**config.mk**
```make
export PLATFORM = sky130hd
export DESIGN_NAME = uart_tx
export DESIGN_NICKNAME = d
export VERILOG_FILES = /design/src/rtl/uart_tx.sv
export SDC_FILE = /design/constraint.sdc
export NUM_CORES = 1
export LEC_CHECK = 0
export BUFFER_PORTS_ARGS = -buffer_cell sky130_fd_sc_hd__clkbuf_2
export CAP_MARGIN = 20
export CORE_UTILIZATION = 58
export CTS_CLUSTER_SIZE = 16
export DETAILED_ROUTE_END_ITERATION = 8
export GPL_TIMING_DRIVEN = 0
export PLACE_DENSITY = 0.79
export SYNTH_ARGS = -nofsm -noshare
export SYNTH_HDL_FRONTEND = slang
export SYNTH_SLANG_ARGS = --single-unit
```
**constraint.sdc**
```tcl
create_clock -name clk_i -period 2.76 [get_ports clk_i]
set_input_delay 0.414 -clock clk_i [delete_from_list [all_inputs] [get_ports clk_i]]
set_output_delay 0.414 -clock clk_i [all_outputs]
set_load 0.01 [all_outputs]
```
**src/rtl/uart_tx.sv**
```systemverilog
// uart_tx: 8N1 UART transmitter that reads bytes from an upstream sync_fifo.
// The FIFO pop strobe is combinational. tx_o comes straight from a register.
// Optional feature: define UART_TX_PARITY_EN to add one even-parity bit after
// the data bits.
module uart_tx #(
   parameter int unsigned CLKS_PER_BIT = 868,
   parameter int unsigned DATA_WIDTH   = 8,
   parameter int unsigned STOP_BITS    = 1
) (
   input  logic                  clk_i,
   input  logic                  rst_ni,
   input  logic                  tx_en_i,
   input  logic [DATA_WIDTH-1:0] fifo_rdata_i,
   input  logic                  fifo_empty_i,
   output logic                  fifo_re_o,
   output logic                  tx_o,
   output logic                  busy_o
);

   localparam int unsigned BaudW = $clog2(CLKS_PER_BIT);
   localparam int unsigned BitW  = $clog2(DATA_WIDTH);
   localparam logic [BaudW-1:0] BaudLast = BaudW'(CLKS_PER_BIT - 1);
   localparam logic [BitW-1:0]  BitLast  = BitW'(DATA_WIDTH - 1);
   localparam logic             StopLast = 1'(STOP_BITS - 1);

   typedef enum logic [2:0] {
      StIdle,
      StStart,
      StData,
      StStop
`ifdef UART_TX_PARITY_EN
      , StParity
`endif
   } state_e;

   state_e                state_q, state_d;
   logic [BaudW-1:0]      baud_q, baud_d;
   logic [BitW-1:0]       bit_q, bit_d;
   logic                  stop_q, stop_d;
   logic [DATA_WIDTH-1:0] shift_q, shift_d;
   logic                  tx_q, tx_d;
`ifdef UART_TX_PARITY_EN
   logic                  par_q, par_d;
`endif
   logic                  launch;
   logic                  baud_end;
   logic                  re;

   assign launch   = tx_en_i & ~fifo_empty_i;
   assign baud_end = (baud_q == BaudLast);

   // Next-state, bit timing and line value; a launch preloads the start bit into tx_q.
   always_comb begin
      state_d = state_q;
      baud_d  = baud_q;
      bit_d   = bit_q;
      stop_d  = stop_q;
      shift_d = shift_q;
      tx_d    = tx_q;
      re      = 1'b0;
`ifdef UART_TX_PARITY_EN
      par_d   = par_q;
`endif
      if (state_q != StIdle) begin
         baud_d = baud_end ? '0 : baud_q + 1'b1;
      end
      case (state_q)
         StIdle: begin
            tx_d = 1'b1;
            if (launch) begin
               re      = 1'b1;
               shift_d = fifo_rdata_i;
`ifdef UART_TX_PARITY_EN
               par_d   = ^fifo_rdata_i;
`endif
               tx_d    = 1'b0;
               baud_d  = '0;
               state_d = StStart;
            end
         end
         StStart: begin
            if (baud_end) begin
               bit_d   = '0;
               tx_d    = shift_q[0];
               state_d = StData;
            end
         end
         StData: begin
            if (baud_end) begin
               if (bit_q == BitLast) begin
                  bit_d   = '0;
`ifdef UART_TX_PARITY_EN
                  tx_d    = par_q;
                  state_d = StParity;
`else
                  tx_d    = 1'b1;
                  stop_d  = 1'b0;
                  state_d = StStop;
`endif
               end else begin
                  bit_d   = bit_q + 1'b1;
                  shift_d = shift_q >> 1;
                  tx_d    = shift_q[1];
               end
            end
         end
`ifdef UART_TX_PARITY_EN
         StParity: begin
            if (baud_end) begin
               tx_d    = 1'b1;
               stop_d  = 1'b0;
               state_d = StStop;
            end
         end
`endif
         StStop: begin
            if (baud_end) begin
               if (stop_q == StopLast) begin
                  stop_d = 1'b0;
                  // Last stop cycle: chain straight into the next frame when possible.
                  if (launch) begin
                     re      = 1'b1;
                     shift_d = fifo_rdata_i;
`ifdef UART_TX_PARITY_EN
                     par_d   = ^fifo_rdata_i;
`endif
                     tx_d    = 1'b0;
                     state_d = StStart;
                  end else begin
                     tx_d    = 1'b1;
                     state_d = StIdle;
                  end
               end else begin
                  stop_d = stop_q + 1'b1;
               end
            end
         end
         default: begin
            tx_d    = 1'b1;
            state_d = StIdle;
         end
      endcase
   end

   // State and datapath registers; reset abandons any partial frame.
   always_ff @(posedge clk_i or negedge rst_ni) begin
      if (!rst_ni) begin
         state_q <= StIdle;
         baud_q  <= '0;
         bit_q   <= '0;
         stop_q  <= 1'b0;
         shift_q <= '0;
         tx_q    <= 1'b1;
`ifdef UART_TX_PARITY_EN
         par_q   <= 1'b0;
`endif
      end else begin
         state_q <= state_d;
         baud_q  <= baud_d;
         bit_q   <= bit_d;
         stop_q  <= stop_d;
         shift_q <= shift_d;
         tx_q    <= tx_d;
`ifdef UART_TX_PARITY_EN
         par_q   <= par_d;
`endif
      end
   end

   // Gate the pop with reset so the FIFO is never drained while reset is held.
   assign fifo_re_o = re & rst_ni;
   assign tx_o      = tx_q;
   assign busy_o    = (state_q != StIdle);

endmodule

```
# [After elaboration in Yosys (flattened, before gate mapping)]
# Index checks and enable logic that the tools add are counted.
[totals] regBits=26 elab_cells=72
[classes] n_addsub=3 n_eq_ne=12 muxes=38 bitwise_logic=3 reduce_logical=10
[op_table] cell="10-bit two-way mux" count=4
[op_table] cell="8-bit two-way mux" count=5
[op_table] cell="3-bit two-way mux" count=9
[op_table] cell="8-bit one-hot mux with 3 select lines" count=1
[op_table] cell="1-bit two-way mux" count=14
[op_table] cell="2-bit inequality test (second input constant)" count=7
[op_table] cell="3-bit one-hot mux with 4 select lines" count=1
[op_table] cell="10-bit by 1-bit adder with 10-bit output (second input constant)" count=1
[op_table] cell="10-bit equality test (second input constant)" count=1
[op_table] cell="4-bit AND reduction" count=2
[op_table] cell="3-bit by 2-bit equality test with 1-bit output (second input constant)" count=2
[op_table] cell="3-bit one-hot mux with 2 select lines" count=1
[op_table] cell="6-bit AND reduction" count=1
[op_table] cell="3-bit nonzero test" count=2
[op_table] cell="5-bit AND reduction" count=1
[op_table] cell="1-bit one-hot mux with 2 select lines" count=2
[op_table] cell="1-bit one-hot mux with 4 select lines" count=1
[op_table] cell="2-bit nonzero test" count=2
[op_table] cell="3-bit by 1-bit adder with 3-bit output (second input constant)" count=1
[op_table] cell="3-bit by 1-bit equality test with 1-bit output (second input constant)" count=1
[op_table] cell="3-bit equality test (second input constant)" count=1
[op_table] cell="3-bit zero test" count=1
[op_table] cell="3-bit AND reduction" count=1
[op_table] cell="1-bit bitwise AND" count=2
[op_table] cell="other kinds (2)" count=2

# [Longest topological paths before layout]
# Gate-level depths: netlist (run 1).
[logic_depth] ltp_word=7 ltp_mapped=8 depth_no_buf=6

# [Least setup slack after synthesis (run 1)]
# OpenSTA, ideal clock, no wires.
[synth_timing] kind="register to output" start="register baud_q[0]" end="output fifo_re_o" t_arrival_ps=1577 t_required_ps=2346 slack_ps=769 path_stages_with_launch=7 path_buffers=1 path_cell_list="dfrtp_1 ha_1 and4b_1 and3_4 buf_6 a21oi_1 nor4b_1"
[synth_between] elab_chain_len=4
[synth_rtl] element="from (decl)" line="37" rtl="logic [BaudW-1:0] baud_q, baud_d;"
[synth_rtl] element="from (signal assigned)" line="159" rtl="baud_q <= baud_d;"
[synth_rtl] element="10-bit equality test" line="50" rtl="assign baud_end = (baud_q == BaudLast);"
[synth_rtl] element="1-bit two-way mux" line="117" rtl="if (baud_end) begin"
[synth_rtl] element="1-bit one-hot mux with 2 select lines" line="67" rtl="case (state_q)"
[synth_rtl] element="1-bit bitwise AND" line="171" rtl="assign fifo_re_o = re & rst_ni;"
[synth_rtl] element="to (decl)" line="15" rtl="output logic fifo_re_o,"
# Every way passes these cells.

# [Worst setup path after layout (run 1)]
# Same ends and word-level chain as after synthesis.

==> results of run 1 <==
[worst min-delay path by stage]
| stage | start | end | slack [ns] | cells past startpoint |
|---|---|---|---|---|
| floorplan | rst_ni | baud_q[0]$_DFF_PN0_ | 0.12 | 0 |
| global placement | rst_ni | state_q[1]$_DFFE_PN0P_ | 0.44 | 1 |
| detailed placement | rst_ni | state_q[1]$_DFFE_PN0P_ | 0.45 | 1 |
| CTS | rst_ni | baud_q[2]$_DFF_PN0_ | 0.08 | 1 |
| global route | rst_ni | baud_q[2]$_DFF_PN0_ | 0.12 | 1 |
| finish | rst_ni | baud_q[2]$_DFF_PN0_ | 0.07 | 1 |
[power by group through the flow]
stage               Sequential (mW)  Combinational (mW)  Clock [mW]
floorplan                     0.364              0.0146           0
global placement              0.365              0.0297           0
detailed placement            0.365              0.0311           0
CTS                           0.359              0.0313       0.195
global route                  0.359              0.0342       0.202
finish                        0.359              0.0303       0.188
[routing by layer]
layer | wire length (um) | part of all wire, % | global-route usage [%] | up-vias
li1 | - | - | - | 503
met1 | 1157 | 46 | 31.06 | 517
met2 | 1213 | 48 | 37.50 | 35
met3 | 116 | 4.6 | 3.571 | 3
met4 | 29 | 1.2 | 6.757 | 0
met5 | 0 | 0 | 0 | -
[cell type report]
cell class	instances	area [um2]
Buffer	5	36.28
Clock buffer	4	36.28
Fill cell	187	706.9
Inverter	5	18.77
Multi-Input combinational cell	93	749.5
Sequential cell	24	601.8
Tap cell	28	35.03
Timing Repair Buffer	14	70.07
[worst register-to-register path: stages (launching register included)]
cell,delay [ns]
dfrtp_1,0.43
inv_1,0.11
ha_1,0.15
clkbuf_1,0.28
buf_2,0.29
mux2_2,0.36
mux2_4,0.25
[logic make-up (layout without fill, tap and decap cells)]
kind of cell / count (synthesis) / count (layout) / synth area share [%]
and+or+nand+nor: 39 / 39 / 15.93
AOI/OAI and AO/OA: 26 / 26 / 12.54
buffers and inverters: 10 / 28 / 3.914
DFF: 24 / 24 / 42.79
adders and majority gates: 7 / 7 / 6.227
xor gates and xnor gates: 3 / 3 / 1.869
muxes: 18 / 18 / 16.73
[cell usage after synthesis (3+ instances only)]
cell type / count
ha_1: 7
nand3_1: 7
dfrtp_1: 23
a22o_1: 3
nand2_1: 7
mux2_2: 8
mux2_4: 9
nor3_1: 3
nor2_1: 3
a21oi_1: 9
inv_1: 4
or3_1: 3
o21ai_0: 4
[state kept, by name, indices dropped and copies added, names as in the netlist]
signal	count
baud_q	10
shift_q	8
bit_q	3
state_q	2
tx_o	1
==> run_results.csv, run 1 <==
group,metric,value,unit
run_status,outcome,"finished clean",
power,p_clk_share,32.6,%
finish,n_antenna_cell,0,
sta,finalHoldViolations,0,
global_routing,grt_overflow_total,0,
clocking,clock_path_buffers,2,
detailed_routing,drtIter0Drc,39,
global_routing,grt_pass1_wl,4505,um
sta,period_minus_slack,2.500,ns
sta,fmax,400.0,MHz
sta,slew_violations,0,
setup_path,setup.worst_path.start_class,"flop",
synth,synth_area_per_cell,11.07,um2
detailed_routing,avgViaCountPerCell,6.116,
detailed_routing,route.detailed.drc,0,
die,die_h,51.24,um
sta,timing.hold.ws,0.07054,ns
power,p_comb_share,5.3,%
global_routing,track_usage,22.85,%
setup_path,path_buf_inv,2,
setup_path,cp-end-kind,"output port",
clocking,clk_latency,0.32,ns
clocking,cts_resized,0,
power,p_seq_share,62.2,%
detailed_routing,wirelength,2516,um
global_routing,grt_pass1_vias,999,
setup_path,crit_family,"simple AND/OR/NAND/NOR gates",
finish,final_cell_area,1548,um2
setup_path,crit_start,"baud_q[0]$_DFF_PN0_",
die,rows,17,
finish,fin_util,68.65,%
synth,yosys-top-cells-area,"dfrtp_1, mux2_4, mux2_2",
sta,tns,0,ns
place,io_buffers,14,
synth,synth_top_area_cell,"dfrtp_1",
finish,drive_above_1_share,31.03,%
power,netSwitchingPower,0.1235,mW
finish,final_common_cell,"dfrtp_1",
place,dp.cells,169,
clocking,htreeDepth,1,
die,initial_core_util,62.38,%
power,swShare,21.41,%
power,finalPower,0.5768,mW
setup_path,critPathKind,"reg2out",
synth,synth_cell_type_count,41,
global_routing,grt_max_degree,26,
detailed_routing,dr.pass1.iters,6,
clocking,cts-root-buf,"clkbuf_4",
synth,yosysTopAreaCellShare,40.93,%
die,die_w,51.24,um
synth,syn_nets,146,
synth,ys_warn_count,0,
worst_hold_path,hold_class,"in2async",
synth,syn_area,1406,um2
synth,synth_edf_count,0,
finish,final_cell_mix,"dfrtp_1, clkbuf_2, a21oi_1, mux2_4, mux2_2",
setup_path,regToRegSetupSlack,0.79,ns
sta,finClkSkew,0.006755,ns
place,pre_cts_ws,0.6592,ns
sta,maxSlewHeadroom,59.16,%
clocking,holdBufCountCts,0,
clocking,cts_tree,"done",
synth,synth-seq-cells,24,
power,peakVddDrop,316.3,uV
detailed_routing,wl_per_cell,14.54,um
synth,ys_async_sr_fraction,100.0,%
place,postPlaceCellArea,1511,um2
synth,synthFlopType,"dfrtp_1",
sta,fin_crit_sh,90.58,%
die,design.core.area,2255,um2
sta,worst_slack,0.2599,ns
setup_path,critPathCapture,"fifo_re_o",
setup_path,cp.depth,7,
clocking,cts_buffers,3,
run,maxCapViolCount,0,
setup_path,cpPeakStageDelay,0.42,ns
finish,nNetsFinal,165,
die,die-area,2626,um2
setup_path,path_cells,"ha_1 -> and4b_1 -> and3_4 -> buf_6 -> a21oi_1 -> nor4b_1 -> clkbuf_2",
setup_path,critPathArrivalTime,2.09,ns
die,ioPinCount,15,
setup_path,reg2reg_to,"shift_q[4]$_DFFE_PN0P_",
setup_path,cp.required,2.35,ns
detailed_routing,vias,1058,
sta,setup_viol,0,
power,powerDensity,372.7,nW/um2
sta,worstMarginPinSlew,0.6097,ns
power,p_leak,0.7027,nW
setup_path,critPathSlowestCell,"dfrtp_1",
detailed_routing,detail-route-antenna-nets,0,
setup_path,r2r-start,"state_q[0]$_DFFE_PN0P_",
power,p_int,0.4533,mW
clocking,cts_sinks,24,
finish,final_cells,173,
clocking,path_clk_slew,0.13,ns
place,gp_congestion,0.8556,
synth,synth.yosys.seq_area_share,42.79,%
finish,area_growth,10.05,%
place,hpwl,1862,um
synth,syn-instance-count,127,
sta,rsz0062_at_grt,"no",
setup_path,reg2reg_depth,6,
global_routing,antenna_found_initial,0,
clocking,post_cts_buffers,0,
setup_path,crit_fanout,10,
Power figures use the tool's default switching activity.
==> inputs of run 2 (changes only) <==
--- a/config.mk
+++ b/config.mk
@@ -8,4 +8,5 @@
 export BUFFER_PORTS_ARGS = -buffer_cell sky130_fd_sc_hd__clkbuf_2
 export CAP_MARGIN = 20
+export CORE_MARGIN = 2
 export CORE_UTILIZATION = 58
 export CTS_CLUSTER_SIZE = 16
==> constraint.sdc (replaced) <==
create_clock -name clk_i -period 2.76 [get_ports clk_i]
set_input_delay 0 -clock clk_i [delete_from_list [all_inputs] [get_ports clk_i]]
set_output_delay 0 -clock clk_i [all_outputs]
set_load 0.01 [all_outputs]
==> run 2 against run 1 <==
Combinational power up 4%. Die area up 8.0%. Via count decreased by 0.19%. Clock power up 37%. Critical endpoint unchanged.
==> run_results.csv, run 2 (synthesis gave the netlist of run 1 again) <==
group,metric,value,unit
setup_path,cp-end-kind,"output port",
global_routing,grt_max_degree,26,
finish,top_regs,"baud_q: 10 flops, shift_q: 8 flops, bit_q: 3 flops",
clocking,htreeDepth,1,
sta,finalHoldViolations,0,
finish,final_common_cell,"dfrtp_1",
sta,fmax,468.4,MHz
finish,largest_reg_flops,10,
detailed_routing,detail-route-antenna-nets,0,
finish,final_cell_mix,"dfrtp_1, clkbuf_2, a21oi_1, mux2_4, mux2_2",
sta,fin_crit_sh,77.35,%
run,maxCapViolCount,0,
place,dp.cells,169,
global_routing,use_met2,39.51,%
clocking,cts_tree,"done",
setup_path,critPathKind,"reg2out",
sta,rsz0062_at_grt,"no",
power,peakVddDrop,369.6,uV
setup_path,cpPeakStageDelay,0.42,ns
clocking,cts_sinks,24,
setup_path,critPathArrivalTime,2.13,ns
global_routing,grt_overflow_total,0,
global_routing,antenna_found_initial,0,
sta,setup_viol,0,
finish,drive_above_1_share,30.82,%
sta,slew_violations,0,
setup_path,crit_fanout,10,
die,ioPinCount,15,
detailed_routing,drtIter0Drc,17,
clocking,cts_buffers,3,
sta,worstMarginPinSlew,0.6156,ns
finish,n_antenna_cell,0,
die,rows,17,
finish,fillers,181,
clocking,post_cts_buffers,0,
setup_path,cp.required,2.76,ns
sta,period_minus_slack,2.135,ns
setup_path,critPathSlowestCell,"dfrtp_1",
finish,nNetsFinal,166,
detailed_routing,avgViaCountPerCell,6.069,
finish,seq_area,601.8,um2
detailed_routing,wirelength,2829,um
global_routing,grt_busiest_layer,"met2",
place,io_buffers,14,
die,die_w,53.24,um
global_routing,grtUsageMet1,30.98,%
detailed_routing,route.detailed.drc,0,
die,initial_core_util,62.38,%
clocking,cts_resized,0,
finish,area_growth,11.92,%
place,postPlaceCellArea,1511,um2
global_routing,grt_pass1_wl,4740,um
global_routing,track_usage,23.20,%
run_status,outcome,"finished clean",
global_routing,grt_pass1_vias,1027,
die,die-area,2835,um2
setup_path,path_cells,"ha_1 -> and4b_1 -> and3_4 -> buf_6 -> a21oi_1 -> nor4b_1 -> clkbuf_2",
sta,maxSlewHeadroom,58.77,%
clocking,clock_path_buffers,2,
detailed_routing,wl_per_cell,16.26,um
power,p_leak,0.7138,nW
global_routing,use_met3,3.390,%
place,gp_congestion,0.8431,
clocking,path_clk_slew,0.14,ns
finish,final_cell_area,1574,um2
clocking,cts-root-buf,"clkbuf_4",
finish,top_register,"baud_q",
die,die_h,53.24,um
sta,finClkSkew,0.01381,ns
finish,final_cells,174,
clocking,clk_latency,0.32,ns
worst_hold_path,hold_class,"in2reg",
power,powerDensity,411.7,nW/um2
setup_path,setup.worst_path.start_class,"flop",
detailed_routing,vias,1056,
finish,multi_input_area,749.5,um2
power,finalPower,0.6480,mW
sta,tns,0,ns
sta,timing.hold.ws,0.02699,ns
die,design.core.area,2255,um2
place,hpwl,2008,um
detailed_routing,dr.pass1.iters,4,
## run 2: changes by cell type in the layout (fill, tap and decap cells not counted), sizes merged
cell	delta
dlygate4sd3	+1
clkbuf	-1
bufinv	+1
## run 2: worst max-delay path: cells and delay by family (launching register included)
kind | cells | cell delay (ns)
AO/OA/AOI/OAI | 1 | 0.07
buffers and inverters | 2 | 0.32
adder cells (fa/ha/maj) | 1 | 0.22
AND/OR/NAND/NOR | 3 | 0.77
flip-flops | 1 | 0.42
## run 2: path summary, 6_finish.rpt
path / start / to / slack, ns / depth (start not counted)
max in group asynchronous: rst_ni / bit_q[2]$_DFFE_PN0P_ / 2.17 / 2
min in group asynchronous: rst_ni / state_q[1]$_DFFE_PN0P_ / 0.19 / 2
setup reg to reg: state_q[0]$_DFFE_PN0P_ / shift_q[1]$_DFFE_PN0P_ / 0.76 / 8
hold reg to reg: shift_q[4]$_DFFE_PN0P_ / shift_q[4]$_DFFE_PN0P_ / 0.52 / 1
setup / recovery: baud_q[0]$_DFF_PN0_ / fifo_re_o / 0.63 / 7
hold / removal: fifo_rdata_i[7] / shift_q[7]$_DFFE_PN0P_ / 0.03 / 3
## run 2: report_power, final
part           leakage (nW)  switching [mW]  internal, mW
clock network        0.0279           0.111         0.147
logic                 0.383          0.0143        0.0174
registers             0.303         0.00275         0.356
## run 2: per-layer routing
| metal | share of wire (%) | wire length [um] |
|---|---|---|
| met1 | 44 | 1253 |
| met2 | 50 | 1426 |
| met3 | 4.5 | 127 |
| met4 | 0.74 | 21 |
| met5 | 0 | 0 |
## run 2: repair_timing
| action | 4_1_cts | 5_1_grt |
|---|---|---|
| setup endpoints to repair | 0 | 0 |
| endpoints found under the hold margin | 23 | 0 |
| hold buffers | 1 | 0 |
## run 2: area by class of cell
type	count	area share, %
Tap cell	28	2.226
Buffer	5	2.305
Sequential cell	24	38.24
Multi-Input combinational cell	93	47.62
Clock buffer	3	1.431
Clock inverter	1	1.908
Inverter	5	1.192
Timing Repair Buffer	15	5.087
## run 2: metrics by stage
stage	utilization [%]	worst slack (ns)
after detailed placement	67.04	0.7853
after global routing	69.81	0.5391
after CTS	69.81	0.6669
after floorplan	-	0.9816
final	69.81	0.6253
after global placement	67.04	0.8187
==> inputs of run 3 (changes only) <==
CORE_UTILIZATION = 57   (was 58)
PLACE_DENSITY = 0.78   (was 0.79)
clock period = 2 ns   (was 2.76 ns; I/O delays follow)
==> run 3 against run 2 <==
Worst hold slack better by 0.012 ns. Register-to-register slack worse by 0.64 ns. Sequential power rose by 38%. Highest routed layer unchanged. Largest power group unchanged. First-iteration DRC count unchanged. Setup slack worse by 0.54 ns. Clock power shrank 14%. Count of clock-buffer cells in the layout is 1 higher. Clock skew shrank 0.011 ns. Power grew 17%. Non-clock buffer count up 6.
==> run_results.csv, run 3 (synthesis gave the netlist of run 1 again) <==
group,metric,value,unit
run_status,outcome,"finished clean",
detailed_routing,route.detailed.drc,0,
global_routing,grt_overflow_total,0,
global_routing,grt_pass1_wl,4781,um
finish,fin_util,70.97,%
sta,worstMarginPinSlew,0.6255,ns
finish,top_regs,"baud_q: 10 flops, shift_q: 8 flops, bit_q: 3 flops",
die,initial_core_util,61.79,%
global_routing,antenna_found_initial,0,
clocking,cts-root-buf,"clkbuf_4",
clocking,clock_path_buffers,2,
setup_path,reg2reg_to,"shift_q[3]$_DFFE_PN0P_",
detailed_routing,detail-route-antenna-nets,0,
setup_path,critPathArrivalTime,1.91,ns
detailed_routing,wl_per_cell,14.81,um
run,maxCapViolCount,0,
setup_path,cp-end-kind,"output port",
sta,fmax,522.5,MHz
sta,finalHoldViolations,0,
finish,final_cell_area,1615,um2
worst_hold_path,holdPathEnd,"shift_q[4]$_DFFE_PN0P_",
detailed_routing,routed-wl-met2,1261,um
finish,largest_reg_flops,10,
finish,drive_above_1_share,36.18,%
finish,nNetsFinal,172,
place,postPlaceCellArea,1511,um2
power,powerDensity,470.8,nW/um2
clocking,clk_latency,0.31,ns
setup_path,crit_fanout,4,
detailed_routing,drtIter0Drc,17,
clocking,path_clk_slew,0.13,ns
detailed_routing,avgViaCountPerCell,5.950,
finish,fillers,167,
sta,finClkSkew,0.003042,ns
setup_path,setup.worst_path.start_class,"flop",
global_routing,grt_pass1_vias,1073,
setup_path,cpPeakStageDelay,0.38,ns
die,ioPinCount,15,
die,rows,17,
global_routing,track_usage,22.35,%
detailed_routing,wl_met1,1280,um
sta,setup_viol,0,
sta,slew_violations,0,
die,die_w,53.67,um
die,die_h,53.67,um
power,p_leak,0.7316,nW
place,io_buffers,14,
worst_hold_path,min_from,"fifo_rdata_i[4]",
finish,final_cell_mix,"dfrtp_1, clkbuf_2, a21oi_1, mux2_4, mux2_2",
finish,final_common_cell,"dfrtp_1",
clocking,cts_buffers,3,
finish,n_antenna_cell,0,
worst_hold_path,hold_class,"in2reg",
place,hpwl,1897,um
detailed_routing,highest_layer,"met4",
clocking,cts_tree,"done",
finish,top_register,"baud_q",
detailed_routing,wirelength,2665,um
setup_path,reg2reg_depth,8,
die,design.core.area,2276,um2
sta,worst_slack,0.08599,ns
setup_path,critPathSlowestCell,"dfrtp_1",
clocking,htreeDepth,1,
detailed_routing,vias,1071,
setup_path,path_cells,"ha_2 -> and4b_1 -> and3_4 -> buf_8 -> a21oi_1 -> nor4b_2 -> buf_2",
power,peakVddDrop,413.5,uV
finish,area_growth,14.86,%
die,die-area,2880,um2
clocking,cts_sinks,24,
setup_path,regToRegSetupSlack,0.12,ns
detailed_routing,wl_met3,91,um
setup_path,r2r-start,"state_q[1]$_DFFE_PN0P_",
sta,fin_crit_sh,95.70,%
setup_path,cp.required,2.00,ns
global_routing,grt_max_degree,26,
place,pre_cts_ws,0.01049,ns
sta,period_minus_slack,1.914,ns
sta,maxSlewHeadroom,58.10,%
sta,tns,0,ns
setup_path,critPathKind,"reg2out",
place,gp_congestion,0.8236,
worst_hold_path,holdPathStages,3,
detailed_routing,dr.pass1.iters,4,
[run 3: area by class of cell]
class	instances	area (um2)	share of cell area (%)
inverters	5	18.77	1.162
repair buffers	22	132.6	8.211
flip-flops and latches	24	603.1	37.34
multi-input cells	93	760.7	47.10
clock buffers	4	26.28	1.627
plain buffers	4	38.79	2.401
well taps	28	35.03	2.169
[run 3: routing by layer]
layer  global-route usage [%]  vias to the layer above
met5                        0                        -
li1                         -                      519
met4                    7.265                        0
met2                    37.20                       30
met3                    2.500                        4
met1                    30.25                      518
[run 3: timing repair]
item | CTS | global route
endpoints found under the setup margin | 5 | 9
hold buffers | 1 | 0
endpoints found under the hold margin | 23 | 0
pin swaps | 0 | 2
resized for setup | 1 | 6
buffers inserted | 2 | 5
[run 3: per-stage QoR]
stage                     total power, mW  hold slack [ns]  cells
after floorplan                    0.5231          -0.2956    127
after global placement             0.5446          0.02720    169
after detailed placement           0.5472          0.03850    169
after CTS                          0.7637          0.04194    175
after global routing               0.7955          0.03129    180
final                              0.7605          0.03921    180
[run 3: worst max-delay path, delay by kind of cell (launching register included)]
family	cells	cell delay, ns
buf+inv	2	0.27
simple gates	3	0.69
flops	1	0.38
fa+ha+maj	1	0.17
compound gates	1	0.07
[run 3: worst max path at each step]
| stage | startpoint | end |
|---|---|---|
| after CTS | baud_q[0]$_DFF_PN0_ | fifo_re_o |
| final | baud_q[1]$_DFF_PN0_ | fifo_re_o |
| after floorplan | state_q[0]$_DFFE_PN0P_ | shift_q[3]$_DFFE_PN0P_ |
| after global placement | state_q[0]$_DFFE_PN0P_ | shift_q[5]$_DFFE_PN0P_ |
| after detailed placement | state_q[0]$_DFFE_PN0P_ | shift_q[3]$_DFFE_PN0P_ |
| after global routing | baud_q[1]$_DFF_PN0_ | fifo_re_o |
[run 3: power by group]
group          total (mW)  internal (mW)  switching, mW
clock network       0.221         0.0779          0.143
logic              0.0442         0.0241         0.0201
registers           0.495          0.491        0.00355
total               0.760          0.593          0.167
